[config.mk]
export PLATFORM = sky130hd
export DESIGN_NAME = hazard_stall_unit
export DESIGN_NICKNAME = d
export VERILOG_FILES = /design/src/rtl/hazard_stall_unit.sv
export SDC_FILE = /design/constraint.sdc
export NUM_CORES = 1
export LEC_CHECK = 0
export CORE_MARGIN = 2
export CORE_UTILIZATION = 36
export DETAILED_ROUTE_END_ITERATION = 8
export PLACE_DENSITY = 0.79
export RECOVER_POWER = 50
export SETUP_SLACK_MARGIN = 0.2
export SKIP_LAST_GASP = 1
export SLEW_MARGIN = 25
export SYNTH_ARGS = -nofsm -noshare
export SYNTH_HDL_FRONTEND = slang
export SYNTH_SLANG_ARGS = --single-unit
[constraint.sdc]
create_clock -name clk -period 2.2 [get_ports clk]
set_input_delay 0.44 -clock clk [delete_from_list [all_inputs] [get_ports clk]]
set_output_delay 0.44 -clock clk [all_outputs]
set_load 0.02 [all_outputs]
[src/rtl/hazard_stall_unit.sv]
// hazard_stall_unit: raises pipeline stalls and bubbles for the hazards that
// forwarding cannot fix. These are a load feeding the next instruction, a load
// feeding the stage-2 branch comparator, and a multi-cycle mul/div in EX.
// The first stall cycle is decoded combinationally in IDLE. Any later stall
// cycles come from the FSM and its down-counter.
module hazard_stall_unit #(
  parameter int unsigned WE_BIT        = 11,
  parameter int unsigned MEMRD_BIT     = 5,
  parameter int unsigned MULDIV_BIT    = 12,
  parameter int unsigned MULDIV_CYCLES = 4
) (
  input  logic        clk,
  input  logic        rst,
  input  logic [3:0]  Op1AddrFromIFID,
  input  logic [3:0]  Op2AddrFromIFID,
  input  logic        BranchInIFID,
  input  logic [3:0]  Op1AddrFromIDEX,
  input  logic [13:0] ControlSignalsFromIDEX,
  output logic        PCWrite,
  output logic        IFIDWrite,
  output logic        IDEXWrite,
  output logic        IDEXBubble,
  output logic        EXMEMBubble,
  output logic        StallActive,
  output logic [3:0]  StallCount
);

  localparam int unsigned CNT_W = 4;
  localparam logic MD_STALLS = (MULDIV_CYCLES > 1);
  // Registered MD_BUSY cycles that follow the combinational first stall cycle.
  localparam logic [CNT_W-1:0] MD_LOAD =
    (MULDIV_CYCLES > 1) ? CNT_W'(MULDIV_CYCLES - 2) : '0;
  localparam logic [CNT_W-1:0] BR_LOAD = CNT_W'(1);

  typedef enum logic [1:0] {
    IDLE     = 2'd0,
    BR_STALL = 2'd1,
    MD_BUSY  = 2'd2
  } state_e;

  state_e           state_q, state_d;
  logic [CNT_W-1:0] cnt_q, cnt_d;

  logic wr, ld, md, use_hit, buse;
  logic md_stall, br_stall, lu_stall;
  logic ctrl_unused;

  // Hazard decode on the instruction pair currently in ID and EX.
  assign wr       = ~ControlSignalsFromIDEX[WE_BIT];
  assign ld       = wr & ControlSignalsFromIDEX[MEMRD_BIT];
  assign md       = ControlSignalsFromIDEX[MULDIV_BIT];
  assign use_hit  = (Op1AddrFromIDEX == Op1AddrFromIFID) |
                    (Op1AddrFromIDEX == Op2AddrFromIFID);
  assign buse     = BranchInIFID & ((Op1AddrFromIDEX == Op1AddrFromIFID) |
                                    (Op1AddrFromIDEX == 4'hF));
  assign md_stall = md & MD_STALLS;
  assign br_stall = ld & buse;
  assign lu_stall = ld & use_hit;

  // Only three control bits matter here; fold the word so nothing dangles.
  assign ctrl_unused = ^ControlSignalsFromIDEX;

  // State and counter registers with synchronous reset.
  always_ff @(posedge clk) begin
    if (rst) begin
      state_q <= IDLE;
      cnt_q   <= '0;
    end else begin
      state_q <= state_d;
      cnt_q   <= cnt_d;
    end
  end

  // Next state and counter. cnt_d is the number of stall cycles still to come.
  always_comb begin
    state_d = state_q;
    cnt_d   = cnt_q;
    if (rst) begin
      state_d = IDLE;
      cnt_d   = '0;
    end else begin
      case (state_q)
        IDLE: begin
          cnt_d = '0;
          if (md_stall) begin
            cnt_d   = MD_LOAD;
            state_d = (MD_LOAD == '0) ? IDLE : MD_BUSY;
          end else if (br_stall) begin
            cnt_d   = BR_LOAD;
            state_d = BR_STALL;
          end
        end
        BR_STALL, MD_BUSY: begin
          if (cnt_q <= CNT_W'(1)) begin
            cnt_d   = '0;
            state_d = IDLE;
          end else begin
            cnt_d = cnt_q - CNT_W'(1);
          end
        end
        default: begin
          state_d = IDLE;
          cnt_d   = '0;
        end
      endcase
    end
  end

  // Pipeline controls. A mul/div holds ID/EX. A load hazard bubbles ID/EX.
  always_comb begin
    PCWrite     = 1'b1;
    IFIDWrite   = 1'b1;
    IDEXWrite   = 1'b1;
    IDEXBubble  = 1'b0;
    EXMEMBubble = 1'b0;
    if (!rst) begin
      case (state_q)
        IDLE: begin
          if (md_stall) begin
            PCWrite     = 1'b0;
            IFIDWrite   = 1'b0;
            IDEXWrite   = 1'b0;
            EXMEMBubble = 1'b1;
          end else if (br_stall || lu_stall) begin
            PCWrite    = 1'b0;
            IFIDWrite  = 1'b0;
            IDEXBubble = 1'b1;
          end
        end
        BR_STALL: begin
          PCWrite    = 1'b0;
          IFIDWrite  = 1'b0;
          IDEXBubble = 1'b1;
        end
        MD_BUSY: begin
          PCWrite     = 1'b0;
          IFIDWrite   = 1'b0;
          IDEXWrite   = 1'b0;
          EXMEMBubble = 1'b1;
        end
        default: begin
          PCWrite = 1'b1;
        end
      endcase
    end
    StallActive = ~PCWrite;
  end

  assign StallCount = cnt_d;

endmodule

==> results of run 1 <==
[layout make-up]
class | count | share of cell area [%]
inverters | 6 | 1.93
multi-input cells | 57 | 48.8
well taps | 16 | 1.41
flip-flops and latches | 6 | 8.88
clock buffers | 3 | 1.58
repair buffers | 61 | 37.4
[registers in the layout, indices dropped and copies added (netlist names)]
| name | cells |
|---|---|
| cnt_q | 4 |
| state_q | 2 |
[critical path: stages]
cell and delay, ns:
clkdlybuf4s15_2 0.24, xor2_1 0.18, nor4_1 0.22, buf_4 0.19, o211ai_1 0.14, a21o_1 0.25, buf_6 0.14
[per-stage QoR]
step                      setup TNS [ns]  area [um2]  hold slack [ns]  util (%)
after floorplan                        0         639            0.506         -
after global placement             -4.12        1080            0.576      69.1
after detailed placement           -4.48        1080            0.593      69.1
after CTS                         -0.124        1340            0.640      85.6
after global routing             -0.0967        1420            0.629      91.3
final                            -0.0602        1420            0.604      91.3
[cell usage in the layout (no fill, tap or decap), types with 3 or more instances in the layout]
| cell | netlist | layout |
|---|---|---|
| a21oi_1 | 4 | 3 |
| xor2_4 | 0 | 3 |
| buf_6 | 0 | 12 |
| nor4_4 | 0 | 4 |
| dlygate4sd2_1 | 0 | 3 |
| clkbuf_2 | 0 | 3 |
| xor2_1 | 8 | 4 |
| nor2_1 | 4 | 3 |
| nand2_1 | 3 | 3 |
| clkdlybuf4s50_1 | 0 | 3 |
| buf_4 | 1 | 32 |
| ha_4 | 0 | 3 |
| dfxtp_1 | 6 | 3 |
| clkbuf_4 | 0 | 3 |
[worst min-delay path by stage]
stage | from | to | cells after the start
after floorplan | rst | state_q[0] | 1
final | state_q[0] | state_q[0] | 3
after CTS | state_q[0] | state_q[0] | 3
after detailed placement | state_q[0] | state_q[0] | 3
after global placement | state_q[0] | state_q[0] | 3
after global routing | state_q[0] | state_q[0] | 3
[repair_timing]
action,CTS,global route
pin swaps,14,15
gates resized for setup,112,36
setup endpoints to repair,10,11
buffers inserted,13,1
[logic make-up after synthesis]
kind of cell             count (synthesis)  synth area share [%]
AO/OA/AOI/OAI                           15                  23.7
XOR/XNOR                                10                  14.2
multiplexers                             1                  1.83
AND/OR/NAND/NOR                         25                  22.5
flip-flops                               6                  19.5
buffers and inverters                    9                  6.08
adder cells (fa/ha/maj)                  6                  12.2
[power by group through the flow]
stage          combinational [mW]  clock [mW]  sequential [mW]
2_1_floorplan               0.112           0            0.122
3_3_place_gp                0.227           0            0.122
3_5_place_dp                0.232           0            0.122
4_1_cts                     0.296       0.105            0.122
5_1_grt                     0.366       0.113            0.124
6_report                    0.351       0.104            0.123
[routing by layer]
layer	global-route usage, %	vias up	share of wire [%]	wire length (um)
li1	-	383	-	-
met1	26.2	397	32	970
met2	51.5	74	53	1600
met3	2.38	21	10	312
met4	8.24	0	5.4	165
met5	0	-	0	0
==> flow_summary.ini, run 1 <==
[grt]
grt_pass1_vias = 845
track_usage_pct = 25.4
grt_max_degree = 9
antenna_found_initial = 0
grt-ovfl-total = 0
grt_pass1_wl_mm = 3.80

[synth]
yosysWarnings = 0
ys_seq_area_share_pct = 19.5
synth_area_um2 = 617
yosysMostFrequentCell = xor2_1
async_flop_share_pct = 0
yosys.area.top_type_share_pct = 19.5
ys.flop_type = dfxtp_1
synth_nets = 107
synth.distinct_cells = 29
synth_edf_count = 0
synth_area_leaders = dfxtp_1 19%, ha_1 12%, xor2_1 11%
syn_inst = 72
syn_avg_cell_area_um2 = 8.57
ys_seq_elements = 6
yosysTopAreaCell = dfxtp_1
synthTopCellsByCount = 8 x xor2_1, 6 x dfxtp_1, 6 x ha_1, 6 x inv_1, 6 x nor4_1

[power]
leakage_nw = 0.593
p_switching_mw = 0.217
p_clk_share_pct = 17.9
pwr-share-comb_pct = 60.7
swShare_pct = 37.6
p_seq_share_pct = 21.3
powerDensity_nw_per_um2 = 406
finalPower_mw = 0.578
max-vdd-ir-drop_v = 0.000373
internal-power_mw = 0.361

[sta]
slew_violations = 0
max_freq_mhz = 448
setup_slack_ns = -0.0302
min_period_ns = 2.23
post-route-period-util_pct = 101
setup_viol = 2
slew_headroom_pct = 73.8
finalHoldViolCount = 0
skew_ns = 0.00725
worstMarginPinSlew_ns = 0.391
grt_setup_unrepaired = yes

[finish]
drive_gt1_share_pct = 67.7
area_growth_pct = 131
multiInputGateArea_um2 = 694
nFillCells = 57
nets = 170
seqCellArea_um2 = 126
diodes = 0
fin_cells = 149

[worst_setup_path]
worstSetupEndpoint = IFIDWrite
crit_type = input port to output pin
cp-start-kind = input port
r2r_cells = 13
ff2ff_setup_slack_ns = 0.21
r2r-start = cnt_q[0]
r2r-end = cnt_q[2]
worstPathArrival_ns = 1.79
critPathMaxFanout = 3
cp-end-kind = output pin
required_ns = 1.76
critical_path.startpoint = Op1AddrFromIDEX[2]

[detailed_routing]
dr.pass1.iters = 4
drtIter0Drc = 45
ant_nets = 0
wl_mm = 3.05
dr_total_vias = 875
drc_errors = 0
routedWlPerCell_um = 20.5
viasPerCell = 5.87

[placed_design]
gp_congestion = 0.762
numPortBuffers = 27
placed_cells = 132
dp_hpwl_mm = 1.52
place_ws_ns = -0.793

[floorplanning]
initial_utilization_pct = 39.6
core_um2 = 1560
rows = 14
ios = 39
dieArea_um2 = 2060
die_w_um = 45.4
fp.dieH_um = 45.4

[clock_tree]
htree_levels = 1
cts_buffers = 3
clock_latency_ns = 0.25
clkSinkCount = 6
clockRootBuffer = clkbuf_4
clkTransAtPathRegs_ns = 0.04
cts_tree = done
ctsHoldBuffers = 0
cts_max_path_buffers = 2

[outcome]
outcome = complete, but fails checks
violations = setup timing

[hold_path]
hp-class = register to register

[run]
maxCapViolCount = 0
Power figures use the tool's default switching activity.
==> inputs of run 2 (changes only) <==
==> constraint.sdc (replaced) <==
create_clock -name clk -period 2.07 [get_ports clk]
set_input_delay 0.414 -clock clk [delete_from_list [all_inputs] [get_ports clk]]
set_output_delay 0.414 -clock clk [all_outputs]
set_load 0.02 [all_outputs]
==> run 2 against run 1 <==
The flow still finishes with violations (setup timing). Register-to-register slack better by 0.11 ns. Global-route usage is 1.5 points lower. Core utilization is 2.2 points lower. Clock power barely moved. Via count fell by 6.1%. Clock skew down 0.0059 ns.
==> flow_summary.ini, run 2 (synthesized netlist as in run 1, its figures left out) <==
[clock_tree]
ctsHoldBuffers = 0
clkTransAtPathRegs_ns = 0.04
cts_tree = done
clockRootBuffer = clkbuf_4
clock_latency_ns = 0.25
clkSinkCount = 6
htree_levels = 1
cts_max_path_buffers = 2
cts_buffers = 3

[worst_setup_path]
cp-end-kind = output pin
cp-start-kind = register
critical_path.startpoint = cnt_q[0]
r2r-start = cnt_q[0]
r2r-end = state_q[1]
slowest_delay_ns = 0.37
crit_type = register to output pin
r2r_cells = 8
path_cells = inv_4, ha_4, nor2_4, o31ai_4, buf_6, a2bb2oi_4, nor3_2, buf_4
path_delay_family = compound AO/OA/AOI/OAI gates
critPathMaxFanout = 4
slowest_stage = dfxtp_4
worstPathArrival_ns = 1.71
worstSetupEndpoint = StallCount[0]
ff2ff_setup_slack_ns = 0.32
cp_num_buf_inv = 3
required_ns = 1.66
path_depth = 8

[finish]
fin_cells = 147
largest_reg_flops = 4
final_cell_mix = 33 x buf_4, 9 x buf_6, 5 x buf_2
layout_commonest_cell = buf_4
area_growth_pct = 125
reg.largest.list = cnt_q x4, state_q x2
regMostFlops = cnt_q
nets = 168
drive_gt1_share_pct = 66.4
diodes = 0

[sta]
max_freq_mhz = 471
slew_violations = 0
grt_setup_unrepaired = yes
slew_headroom_pct = 77.4
skew_ns = 0.00133
min_period_ns = 2.12
post-route-period-util_pct = 103
setup_viol = 4
setup_slack_ns = -0.0544
worstMarginPinSlew_ns = 0.338
finalHoldViolCount = 0
holdWs_ns = 0.594

[floorplanning]
ios = 39
fp.dieH_um = 45.4
core_um2 = 1560
dieArea_um2 = 2060
die_w_um = 45.4
initial_utilization_pct = 39.6
rows = 14

[outcome]
violations = setup timing
outcome = complete, but fails checks

[detailed_routing]
drc_errors = 0
routedWlPerCell_um = 18.3
dr_total_vias = 822
drtIter0Drc = 24
ant_nets = 0
dr.pass1.iters = 4
wl_mm = 2.69
viasPerCell = 5.59

[placed_design]
placed_cells = 131
dp_hpwl_mm = 1.52
numPortBuffers = 27
gp_congestion = 0.795
place_ws_ns = -0.851

[grt]
track_usage_pct = 23.9
antenna_found_initial = 0
grt_pass1_wl_mm = 3.51
grt_pass1_vias = 800
grt_max_degree = 9
grt-ovfl-total = 0

[power]
powerDensity_nw_per_um2 = 427
leakage_nw = 0.603
max-vdd-ir-drop_v = 0.000372
finalPower_mw = 0.593

[hold_path]
hp-class = register to register

[run]
maxCapViolCount = 0
run 2: cell count changes in the layout (fill, tap and decap cells not counted), sizes merged:
cell,change
clkdlybuf4s50,-1
dlygate4sd3,-1
dlymetal6s2s,+1
buf,+3
clkdlybuf4s15,-1
clkbuf,-3
run 2: final cells by class:
| cell class | instances | area, um2 |
|---|---|---|
| tap | 16 | 20.0 |
| timing repair buffer | 59 | 518 |
| sequential | 6 | 128 |
| inverter | 6 | 27.5 |
| clock buffer | 3 | 22.5 |
| fill | 62 | 169 |
| multi-input combinational | 57 | 674 |
run 2: what timing repair did:
item                       CTS  global route
resized for setup          117            40
setup buffers                6             7
gates cloned                 0             0
setup endpoints to repair   11            10
pin swaps                   17            13
run 2: layer usage:
layer  wire length (um)  vias up  global-route usage (%)
met4                106        0                    15.9
met3                161       13                    4.37
li1                   -      379                       -
met1                962      382                    22.4
met5                  0        -                       0
met2               1460       48                    45.6
run 2: worst min-delay path: cells and delay by family (launching register included):
| family | cells | cell delay [ns] |
|---|---|---|
| DFF | 1 | 0.32 |
| AOI/OAI and AO/OA | 1 | 0.05 |
| buffers and inverters | 2 | 0.18 |
run 2: worst min path at each step:
stage               startpoint          to  slack (ns)  depth (start not counted)
CTS                 state_q[0]  state_q[0]        0.60                          3
detailed placement  state_q[0]  state_q[0]        0.59                          3
floorplan                  rst  state_q[0]        0.48                          1
finish              state_q[0]  state_q[0]        0.59                          3
global placement    state_q[0]  state_q[0]        0.57                          3
global route        state_q[0]  state_q[0]        0.62                          3
run 2: report_power, final:
group | internal (mW) | switching (mW) | total, mW | leakage [nW]
logic | 0.191 | 0.163 | 0.355 | 0.539
registers | 0.123 | 0.00846 | 0.132 | 0.0508
clock network | 0.0655 | 0.0414 | 0.107 | 0.0138
run 2: through the flow:
stage	area [um2]	TNS [ns]	utilization, %
4_1_cts	1240	-0.326	79.4
2_1_floorplan	639	0	-
5_1_grt	1390	-0.448	89.2
3_5_place_dp	1070	-5.31	68.6
6_report	1390	-0.158	89.2
3_3_place_gp	1070	-4.95	68.6
==> inputs of run 3 (changes only) <==
--- a/config.mk
+++ b/config.mk
@@ -5,10 +5,12 @@
 export SDC_FILE = /design/constraint.sdc
 export NUM_CORES = 1
 export LEC_CHECK = 0
+export ABC_AREA = 1
 export CORE_MARGIN = 2
-export CORE_UTILIZATION = 36
+export CORE_UTILIZATION = 35
+export CTS_CLUSTER_SIZE = 12
 export DETAILED_ROUTE_END_ITERATION = 8
-export PLACE_DENSITY = 0.79
+export PLACE_DENSITY = 0.78
 export RECOVER_POWER = 50
 export SETUP_SLACK_MARGIN = 0.2
 export SKIP_LAST_GASP = 1
==> run 3 against run 2 <==
The flow now finishes without violations. Power shrank 16%. Register-to-register slack better by 0.19 ns. Synthesized area fell by 2.0%. Core utilization fell by 15 points. Via count is 0.12% lower. Design area fell by 11%. Critical path type unchanged. Largest power group unchanged.
==> flow_summary.ini, run 3 <==
[synth]
synth_edf_count = 0
yosys.area.top_type_share_pct = 19.9
syn_inst = 102
synthXorXnorAreaFrac_pct = 8.70
synth_top_family_by_area = simple AND/OR/NAND/NOR gates
async_flop_share_pct = 0
yosysTopAreaCell = dfxtp_1
yosysWarnings = 0
ys.flop_type = dfxtp_1
synth-compound-area-share_pct = 8.49
yosys.area_share.simple_pct = 35.0
synthMuxAreaShare_pct = 0
ys_seq_area_share_pct = 19.9
synth_area_um2 = 604
synth.distinct_cells = 17
synth_area_leaders = dfxtp_1 20%, nand2_1 17%, inv_1 14%
syn_avg_cell_area_um2 = 5.92
synthAdderAreaFrac_pct = 12.4
ys_seq_elements = 6
synth_nets = 137
synthTopCellsByCount = 28 x nand2_1, 22 x inv_1, 15 x nor2_1
yosysMostFrequentCell = nand2_1

[clock_tree]
ctsHoldBuffers = 0
clkSinkCount = 6
cts_tree = done
cts_buffers = 3
cts_max_path_buffers = 2
clockRootBuffer = clkbuf_4
clock_latency_ns = 0.25
clkTransAtPathRegs_ns = 0.05
htree_levels = 1

[finish]
final_cell_mix = 20 x nand2_1, 20 x buf_4, 13 x inv_1
area_growth_pct = 105
reg.largest.list = cnt_q x4, state_q x2
nets = 191
largest_reg_flops = 4
drive_gt1_share_pct = 57.1
regMostFlops = cnt_q
diodes = 0
finalInstanceArea_um2 = 1240

[power]
swShare_pct = 37.0
max-vdd-ir-drop_v = 0.000267
p_switching_mw = 0.184
pwr-share-comb_pct = 51.6
p_seq_share_pct = 25.4
powerDensity_nw_per_um2 = 401
finalPower_mw = 0.497
internal-power_mw = 0.313
leakage_nw = 0.662
p_clk_share_pct = 23.0

[floorplanning]
die_w_um = 45.6
core_um2 = 1670
fp.dieH_um = 45.6
dieArea_um2 = 2080
rows = 15
initial_utilization_pct = 36.2
ios = 39

[detailed_routing]
wl_mm = 2.28
dr.pass1.iters = 3
drtIter0Drc = 8
dr_total_vias = 821
drc_errors = 0
viasPerCell = 4.80
routedWlPerCell_um = 13.3
ant_nets = 0

[sta]
slew_headroom_pct = 83.9
skew_ns = 0.00524
worstMarginPinSlew_ns = 0.241
min_period_ns = 1.95
finalHoldViolCount = 0
slew_violations = 0
holdWs_ns = 0.555
post-route-period-util_pct = 94.2
max_freq_mhz = 513
setup_viol = 0
grt_setup_unrepaired = yes
setup_slack_ns = 0.120

[grt]
grt-ovfl-total = 0
track_usage_pct = 18.9
grt_pass1_wl_mm = 2.92
antenna_found_initial = 0
grt_max_degree = 7
grt_pass1_vias = 750

[worst_setup_path]
crit_type = register to output pin
cp-start-kind = register
required_ns = 1.66
cp-end-kind = output pin
critPathMaxFanout = 4
worstPathArrival_ns = 1.54

[placed_design]
numPortBuffers = 27
gp_congestion = 0.772
place_ws_ns = -0.593
dp_hpwl_mm = 1.30
post_dp_cell_area_um2 = 1030

[hold_path]
hp-class = register to register

[run]
maxCapViolCount = 0

[outcome]
outcome = complete, no violations
-- run 3: changes by cell type after synthesis, sizes merged, moves of 3 or more --
cell,previous run,this run
nor2,4,15
nand3,0,3
inv,6,22
nand2,3,30
xor2,8,0
xnor2,2,6
o21ai,1,6
nor4,6,0
-- run 3: cell type report --
type                    instances  area, um2
clock buffers                   3       22.5
repair buffers                 50        404
well taps                      17       21.3
multi-input cells              72        573
fillers                       130        433
flip-flops and latches          6        125
inverters                      23       91.3
-- run 3: kinds of logic (layout without fill, tap and decap cells) --
logic type,Yosys count,count (layout)
buf+inv,24,76
compound gates,9,9
flops,6,6
fa+ha+maj,6,6
simple gates,51,51
xor+xnor,6,6
-- run 3: final timing paths --
| kind | depth (start not counted) | to | slack, ns | startpoint |
|---|---|---|---|---|
| worst min register to register | 2 | cnt_q[3] | 0.55 | cnt_q[3] |
| worst max-delay path | 8 | StallActive | 0.12 | state_q[1] |
| worst min-delay path | 2 | cnt_q[3] | 0.55 | cnt_q[3] |
| worst max register to register | 9 | state_q[1] | 0.51 | cnt_q[1] |
-- run 3: power groups by stage --
stage               registers (mW)  logic, mW  clock network [mW]
finish                       0.126      0.257               0.114
global route                 0.126      0.275               0.126
CTS                          0.126      0.209               0.115
detailed placement           0.128      0.192                   0
global placement             0.127      0.186                   0
floorplan                    0.127     0.0876                   0
-- run 3: timing repair --
action | 4_1_cts | 5_1_grt
pin swaps | 23 | 24
setup endpoints to repair | 10 | 10
setup buffers | 2 | 2
resized for setup | 109 | 51
hold endpoints to repair | 0 | 0
-- run 3: through the flow --
step                setup TNS [ns]  util [%]  instances
CTS                              0      68.2        169
finish                           0      74.1        171
global route                     0      74.1        171
floorplan                        0         -        102
detailed placement           -4.10      61.7        164
global placement             -3.92      61.7        164
-- run 3: layer usage --
| layer | global-route usage (%) | vias to the layer above | share of wire [%] |
|---|---|---|---|
| met3 | 1.59 | 2 | 2.8 |
| met1 | 22.8 | 392 | 39 |
| met4 | 7.06 | 0 | 1.5 |
| met5 | 0 | - | 0 |
| met2 | 34.1 | 14 | 56 |
| li1 | - | 413 | - |
-- run 3: worst max-delay path: stages (launching register included) --
cell	delay [ns]
dfxtp_1	0.39
inv_2	0.08
ha_4	0.27
buf_6	0.09
nor2_2	0.04
nor2_2	0.17
nand2_4	0.09
inv_2	0.05
buf_6	0.10
